## src/rtl/ysyx_23060025_mem_arbiter.sv

```systemverilog
// ysyx_23060025_mem_arbiter
//   Two-requester arbiter (icache refill, LSU) in front of the single downstream memory port.
//   One transaction is outstanding at a time. The payload is latched into registered mem_* outputs.
//   The response is routed combinationally to the owner.
//   A hung slave is aborted with an error after TIMEOUT_CYCLES busy cycles.
//   Optional feature macro: ARB_ROUND_ROBIN_EN.
//     Defined: round-robin on a simultaneous request.
//     Undefined: fixed priority, where the LSU wins.

module ysyx_23060025_mem_arbiter #(
    parameter int unsigned ADDR_WIDTH     = 32,
    parameter int unsigned DATA_WIDTH     = 32,
    parameter int unsigned TIMEOUT_CYCLES = 255
) (
    input  logic                    clock,
    input  logic                    reset,
    input  logic                    icache_psel_i,
    input  logic [ADDR_WIDTH-1:0]   icache_paddr_i,
    output logic                    icache_pready_o,
    output logic [DATA_WIDTH-1:0]   icache_prdata_o,
    output logic                    icache_perr_o,
    input  logic                    lsu_psel_i,
    input  logic                    lsu_pwrite_i,
    input  logic [ADDR_WIDTH-1:0]   lsu_paddr_i,
    input  logic [DATA_WIDTH-1:0]   lsu_pwdata_i,
    input  logic [DATA_WIDTH/8-1:0] lsu_pstrb_i,
    output logic                    lsu_pready_o,
    output logic [DATA_WIDTH-1:0]   lsu_prdata_o,
    output logic                    lsu_perr_o,
    output logic                    mem_psel_o,
    output logic                    mem_pwrite_o,
    output logic [ADDR_WIDTH-1:0]   mem_paddr_o,
    output logic [DATA_WIDTH-1:0]   mem_pwdata_o,
    output logic [DATA_WIDTH/8-1:0] mem_pstrb_o,
    input  logic                    mem_pready_i,
    input  logic [DATA_WIDTH-1:0]   mem_prdata_i,
    input  logic                    mem_perr_i,
    output logic                    arb_busy_o
);

    localparam int unsigned CntW = $clog2(TIMEOUT_CYCLES + 1);
    localparam logic [CntW-1:0] CntLast = CntW'(TIMEOUT_CYCLES - 1);
    localparam logic [CntW-1:0] CntMax  = CntW'(TIMEOUT_CYCLES);

    typedef enum logic {
        StIdle,
        StBusy
    } state_e;

    state_e          state;
    logic            owner;       // 0 = icache, 1 = LSU
    logic            last_owner;
    logic [CntW-1:0] to_cnt;

    logic any_req;
    logic grant_lsu;
    logic timeout_hit;
    logic done;
    logic resp_fire;

    assign any_req     = icache_psel_i | lsu_psel_i;
    assign timeout_hit = (state == StBusy) && !mem_pready_i && (to_cnt == CntLast);
    assign done        = (state == StBusy) && (mem_pready_i || timeout_hit);
    // A reset cycle abandons the transaction, so no pulse escapes even if the slave answers.
    assign resp_fire   = done && !reset;
    assign arb_busy_o  = (state == StBusy);

`ifdef ARB_ROUND_ROBIN_EN
    // On a tie, the requester that did not own the previous transaction wins.
    assign grant_lsu = lsu_psel_i && (!icache_psel_i || !last_owner);
`else
    assign grant_lsu = lsu_psel_i;
    logic unused_last_owner;
    assign unused_last_owner = last_owner;
`endif

    // Route the completion (or a timeout abort) to the current owner only.
    always_comb begin
        icache_pready_o = 1'b0;
        icache_prdata_o = '0;
        icache_perr_o   = 1'b0;
        lsu_pready_o    = 1'b0;
        lsu_prdata_o    = '0;
        lsu_perr_o      = 1'b0;
        if (resp_fire) begin
            if (owner) begin
                lsu_pready_o = 1'b1;
                lsu_prdata_o = mem_pready_i ? mem_prdata_i : '0;
                lsu_perr_o   = mem_pready_i ? mem_perr_i : 1'b1;
            end else begin
                icache_pready_o = 1'b1;
                icache_prdata_o = mem_pready_i ? mem_prdata_i : '0;
                icache_perr_o   = mem_pready_i ? mem_perr_i : 1'b1;
            end
        end
    end

    // Arbitration FSM with registered downstream request and timeout counter.
    always_ff @(posedge clock) begin
        if (reset) begin
            state        <= StIdle;
            owner        <= 1'b0;
            last_owner   <= 1'b0;
            to_cnt       <= '0;
            mem_psel_o   <= 1'b0;
            mem_pwrite_o <= 1'b0;
            mem_paddr_o  <= '0;
            mem_pwdata_o <= '0;
            mem_pstrb_o  <= '0;
        end else begin
            unique case (state)
                StIdle: begin
                    to_cnt <= '0;
                    if (any_req) begin
                        state      <= StBusy;
                        owner      <= grant_lsu;
                        mem_psel_o <= 1'b1;
                        if (grant_lsu) begin
                            mem_pwrite_o <= lsu_pwrite_i;
                            mem_paddr_o  <= lsu_paddr_i;
                            mem_pwdata_o <= lsu_pwdata_i;
                            mem_pstrb_o  <= lsu_pstrb_i;
                        end else begin
                            mem_pwrite_o <= 1'b0;
                            mem_paddr_o  <= icache_paddr_i;
                            mem_pwdata_o <= '0;
                            mem_pstrb_o  <= '0;
                        end
                    end
                end
                StBusy: begin
                    if (done) begin
                        state        <= StIdle;
                        last_owner   <= owner;
                        to_cnt       <= '0;
                        mem_psel_o   <= 1'b0;
                        mem_pwrite_o <= 1'b0;
                        mem_paddr_o  <= '0;
                        mem_pwdata_o <= '0;
                        mem_pstrb_o  <= '0;
                    end else if (to_cnt != CntMax) begin
                        to_cnt <= to_cnt + 1'b1;
                    end
                end
                default: state <= StIdle;
            endcase
        end
    end

endmodule

```

## config.mk

```make
export PLATFORM = sky130hd
export DESIGN_NAME = ysyx_23060025_mem_arbiter
export DESIGN_NICKNAME = d
export VERILOG_FILES = /design/src/rtl/ysyx_23060025_mem_arbiter.sv
export SDC_FILE = /design/constraint.sdc
export NUM_CORES = 1
export LEC_CHECK = 0
export ABC_AREA = 1
export ABC_CLOCK_PERIOD_IN_PS = 2600
export BUFFER_PORTS_ARGS = -buffer_cell sky130_fd_sc_hd__buf_2
export CAP_MARGIN = 0
export CORE_ASPECT_RATIO = 0.7
export CORE_UTILIZATION = 40
export CTS_CLUSTER_DIAMETER = 150
export CTS_CLUSTER_SIZE = 40
export DETAILED_ROUTE_END_ITERATION = 8
export PLACE_DENSITY = 0.78
export SETUP_SLACK_MARGIN = 0.3
export SLEW_MARGIN = 20
export SYNTH_ARGS = -nofsm -noshare
export SYNTH_HDL_FRONTEND = slang
export SYNTH_SLANG_ARGS = --single-unit
```

## constraint.sdc

```tcl
create_clock -name clock -period 2.6 [get_ports clock]
set_clock_uncertainty 0.05 [all_clocks]
set_input_delay 0.52 -clock clock [delete_from_list [all_inputs] [get_ports clock]]
set_output_delay 0.52 -clock clock [all_outputs]
set_load 0.01 [all_outputs]
```

=== Word-level counts from Yosys, hierarchy flattened ===
Cells that the tools add are included.

* Register bits: 80

* Add/subtract/negate cells: 1
* Equality and inequality tests: 5
* Multiplexer cells: 37
* Bitwise gates (word level): 2
* Reduce and logical (&&, ||, !) cells: 9

{| class="wikitable"
|+ Operators by type and width
! kind !! number
|-
| $mux 32 || 10
|-
| $pmux 32 s2 || 2
|-
| $mux 8 || 2
|-
| $pmux 8 s2 || 1
|-
| $mux 1 || 15
|-
| $mux 4 || 3
|-
| $add 8x1->8 const B || 1
|-
| $eq 8x8->1 const B || 1
|-
| $ne 8x8->1 const B || 1
|-
| $pmux 4 s2 || 1
|-
| $pmux 1 s2 || 3
|-
| $logic_and 1x1->1 || 4
|-
| $reduce_and 2->1 || 2
|-
| $ne 3x1->1 const B || 1
|-
| $logic_not 1->1 || 2
|-
| $ne 2x1->1 const B || 1
|-
| $ne 2x2->1 const B || 1
|-
| $logic_or 1x1->1 || 1
|-
| $not 1->1 || 1
|-
| $or 1x1->1 || 1
|}

=== Longest topological paths before layout ===
* Depth after elaboration: 7
* Gate-level depth with buffers: 12
* Gate-level depth less buffers: 11

=== Least setup slack after synthesis ===
Ideal clock, no wire load.

* Path kind: in2out
* Start: input port mem_pready_i
* End: output port icache_prdata_o[22]
* Arrival: 1464 ps
* Data required time: 2030 ps
* Slack: 566 ps
* Cell stages on the path: 8
* Path through: clkbuf_1 inv_1 nand2_2 nand2_4 nor2_4 nand2_2 buf_2 nor2_1

* Longest elaborated chain between the ends: 7
* Elaborated cells between the ends (all ways): 9
* Those cells by class: mux: 3; reduce/logical: 6

{| class="wikitable"
|+ RTL lines
! what !! line !! text
|-
| start: declaration || 35 || <nowiki>input logic mem_pready_i,</nowiki>
|-
| $logic_not 1->1 || 62 || <nowiki>assign timeout_hit = (state == StBusy) && !mem_pready_i && (to_cnt == CntLast);</nowiki>
|-
| $logic_and 1x1->1 (2 in series) || 62 ||
|-
| $logic_or 1x1->1 || 63 || <nowiki>assign done = (state == StBusy) && (mem_pready_i || timeout_hit);</nowiki>
|-
| $logic_and 1x1->1 || 63 ||
|-
| $logic_and 1x1->1 || 65 || <nowiki>assign resp_fire = done && !reset;</nowiki>
|-
| $mux 32 (*) || 85 || <nowiki>if (resp_fire) begin</nowiki>
|-
| end: declaration || 20 || <nowiki>output logic [DATA_WIDTH-1:0] icache_prdata_o,</nowiki>
|}

Every way passes the cells marked *; elsewhere a longest branch is shown, timed or not.

=== Worst setup path in the final report ===
* Start: register to_cnt[3]
* End: output port lsu_prdata_o[20]

* Longest elaborated chain between the ends: 6

{| class="wikitable"
|+ RTL lines
! what !! line !! text
|-
| start: declaration || 53 || <nowiki>logic [CntW-1:0] to_cnt;</nowiki>
|-
| start signal: assignment || 142 || <nowiki>to_cnt <= to_cnt + 1'b1;</nowiki>
|-
| $eq 8x8->1 || 62 ||
|-
| $logic_and 1x1->1 || 62 ||
|-
| $logic_or 1x1->1 || 63 ||
|-
| $logic_and 1x1->1 || 63 ||
|-
| $logic_and 1x1->1 || 65 ||
|-
| $mux 32 || 85 ||
|-
| end: declaration || 28 || <nowiki>output logic [DATA_WIDTH-1:0] lsu_prdata_o,</nowiki>
|}

Every way passes these cells.

==> impl_metrics.tcl <==
set metrics [dict create \
    root_buffer "clkbuf_16" \
    hold_buffers 0 \
    critPathLaunch "to_cnt[3]$_SDFFE_PP0P_" \
    fin_nets 1011 \
    detail-route-antenna-nets 0 \
    finalSetupViolations 0 \
    drt-vias-per-instance 5.01 \
    final-seq-area_um2 1610 \
    min_period_ns 2.49 \
    syn-num-nets 745 \
    required_ns 2.03 \
    pin_count 278 \
    htreeDepth 3 \
    drtIter0Drc 200 \
    max-vdd-ir-drop_mv 0.439 \
    layout-drive-gt1-share 0.441 \
    relSlewSlack 0.497 \
    startpoint_type "register" \
    end_kind "primary output" \
    hpwl_um 9900 \
    finalHoldViolCount 0 \
    worst_pin_slew_ns 0.754 \
    dieArea_um2 10500 \
    num-fill-cells 893 \
    synth_area_per_cell_um2 6.66 \
    antenna_found_initial 5 \
    seq_area_frac_synth 0.398 \
    drv_slew 0 \
    die_w_um 122 \
    setup.worst_path.class "register to primary output" \
    p_leak_nw 3.11 \
    syn_inst 604 \
    clock_path_buffers 2 \
    synth-seq-cells 80 \
    first_global_vias 4229 \
    grt_setup_unrepaired "yes" \
    grt_overflow 0 \
    via_count 5056 \
    maxCapViolations 0 \
    insertion_delay_ns 0.32 \
    area_growth_pct 58.2 \
    finish.instance_area_um2 6360 \
    firstDrtPassIters 5 \
    timing.rr.start "to_cnt[0]$_SDFFE_PP0P_" \
    multiInputGateArea_um2 2580 \
    yosys_warnings 0 \
    drc 0 \
    min_from "lsu_pwrite_i" \
    drt_wl_total_um 14700 \
    cts_buffers 9 \
    start_util 0.414 \
    min_period_over_period 0.956 \
    arrival_ns 1.92 \
    grt_max_degree 76 \
    gp_congestion 0.875 \
    wl_per_cell_um 14.6 \
    status "complete, no violations" \
    place.port_buffers 277 \
    cts_tree "done" \
    synth_cell_types 26 \
    post_dp_cell_area_um2 5450 \
    crit_path_max_fanout 8 \
    path_clk_slew_ns 0.06 \
    cts_sinks 80 \
    coreArea_um2 9720 \
    grt_pass1_wl_um 20700 \
    power_density_nw_per_um2 528 \
    netlist_area_um2 4020 \
    holdWs_ns 0.390 \
    hold_class "input port to register" \
    die_y_um 85.9 \
    grt_use_total 0.252 \
    rows 30 \
    fmax_mhz 402 \
]
==> cells in the mapped netlist (all sizes together) <==
cell type | n | area share
a21oi | 60 | 0.075
buf | 27 | 0.039
clkbuf | 21 | 0.020
dfxtp | 80 | 0.40
ha | 2 | 0.0062
inv | 15 | 0.014
mux2i | 11 | 0.027
nand2 | 133 | 0.13
nand3 | 44 | 0.055
nand3b | 18 | 0.034
nand4 | 2 | 0.0031
nor2 | 148 | 0.14
nor3 | 2 | 0.0025
nor3b | 1 | 0.0019
o21ai | 26 | 0.032
o22ai | 11 | 0.017
or2 | 2 | 0.0031
xor2 | 1 | 0.0022
==> placed cells by master, fill, tap and decap left out, types with 2 or more instances in the layout <==
| cell type | Yosys | routed |
|---|---|---|
| nand2_8 | 0 | 8 |
| nor2_1 | 146 | 98 |
| nand2_1 | 128 | 127 |
| nand3b_1 | 18 | 18 |
| o22ai_1 | 11 | 11 |
| nor2_4 | 2 | 29 |
| nand2_4 | 1 | 3 |
| buf_2 | 21 | 264 |
| dfxtp_2 | 0 | 4 |
| a21oi_1 | 60 | 60 |
| nand3_1 | 44 | 44 |
| clkbuf_16 | 0 | 10 |
| buf_12 | 0 | 2 |
| buf_6 | 2 | 14 |
| diode_2 | 0 | 6 |
| nand2_2 | 4 | 3 |
| inv_1 | 14 | 12 |
| nor2_2 | 0 | 21 |
| buf_4 | 4 | 14 |
| inv_6 | 0 | 2 |
| clkbuf_8 | 0 | 2 |
| o21ai_0 | 25 | 25 |
| nor3_1 | 2 | 2 |
| nand4_1 | 2 | 2 |
| mux2i_1 | 11 | 11 |
| dfxtp_1 | 80 | 75 |
| inv_2 | 1 | 3 |
==> registers in the layout, summed over array words and instances, names as in the netlist <==
signal	cells
mem_pwdata_o	32
arb_busy_o	1
mem_pwrite_o	1
mem_psel_o	1
mem_pstrb_o	4
to_cnt	8
owner	1
mem_paddr_o	32
==> cell type report <==
class | instances | area share
antenna | 6 | 0.00236
clock buffer | 11 | 0.0397
clock inverter | 5 | 0.00610
inverter | 15 | 0.00885
multi-input combinational | 469 | 0.406
sequential | 80 | 0.253
tap | 128 | 0.0252
timing repair buffer | 295 | 0.259
==> kinds of logic (layout without fill, tap and decap cells) <==
family,count (synthesis),after routing,share of synthesized area
AND/OR/NAND/NOR,350,358,0.369
AO/OA/AOI/OAI,97,97,0.124
flip-flops,80,80,0.398
buffers and inverters,63,326,0.0728
multiplexers,11,11,0.0274
adder cells (fa/ha/maj),2,2,0.00622
XOR/XNOR,1,1,0.00218
other,0,6,0
==> layer usage <==
| layer | vias up | part of all wire | track usage |
|---|---|---|---|
| met5 | - | 0 | 0 |
| met4 | 0 | 0.024 | 0.0954 |
| met2 | 206 | 0.51 | 0.467 |
| met1 | 2302 | 0.40 | 0.283 |
| met3 | 30 | 0.062 | 0.0499 |
| li1 | 2518 | - | - |
==> metrics by stage <==
| step | util | setup slack (ns) | setup TNS (ns) | std cells | total power [W] |
|---|---|---|---|---|---|
| floorplan | - | 0.566 | 0 | 604 | 0.00181 |
| global placement | 0.560 | 0.311 | 0 | 973 | 0.00209 |
| detailed placement | 0.560 | 0.261 | 0 | 973 | 0.00210 |
| CTS | 0.620 | 0.137 | 0 | 1002 | 0.00335 |
| global route | 0.654 | -0.0135 | -0.0372 | 1008 | 0.00352 |
| finish | 0.654 | 0.114 | 0 | 1009 | 0.00336 |
==> critical path: stages (launching register included) <==
cell and delay [ns]:
dfxtp_1 0.42, nand2_1 0.11, nor2_2 0.10, nand2_1 0.06
nand2_2 0.07, nand2_4 0.05, nor2_4 0.14, clkbuf_16 0.20
nand2_8 0.09, nor2_1 0.17, buf_2 0.17
==> final timing paths <==
path	end	slack, ns	cells after the start
worst min-delay path	mem_pwrite_o$_SDFFE_PP0P_	0.39	3
worst min register to register	mem_psel_o$_SDFFE_PP0P_	0.42	2
worst max-delay path	lsu_prdata_o[20]	0.11	10
worst max register to register	mem_paddr_o[27]$_SDFFE_PP0P_	0.58	14
==> timing repair <==
item | 4_1_cts | 5_1_grt
setup endpoints to repair | 68 | 75
gates cloned | 8 | 1
buffers inserted | 5 | 0
pin swaps | 12 | 10
gates resized for setup | 33 | 78
==> report_power, final <==
group          internal, W  switching (W)  leakage, nW  total (W)
clock network     0.000705       0.000497        0.143    0.00120
registers          0.00132      0.0000500        0.660    0.00137
logic             0.000315       0.000472         2.31   0.000787
total              0.00234        0.00102         3.11    0.00336
(Power assumes the default switching activity.)
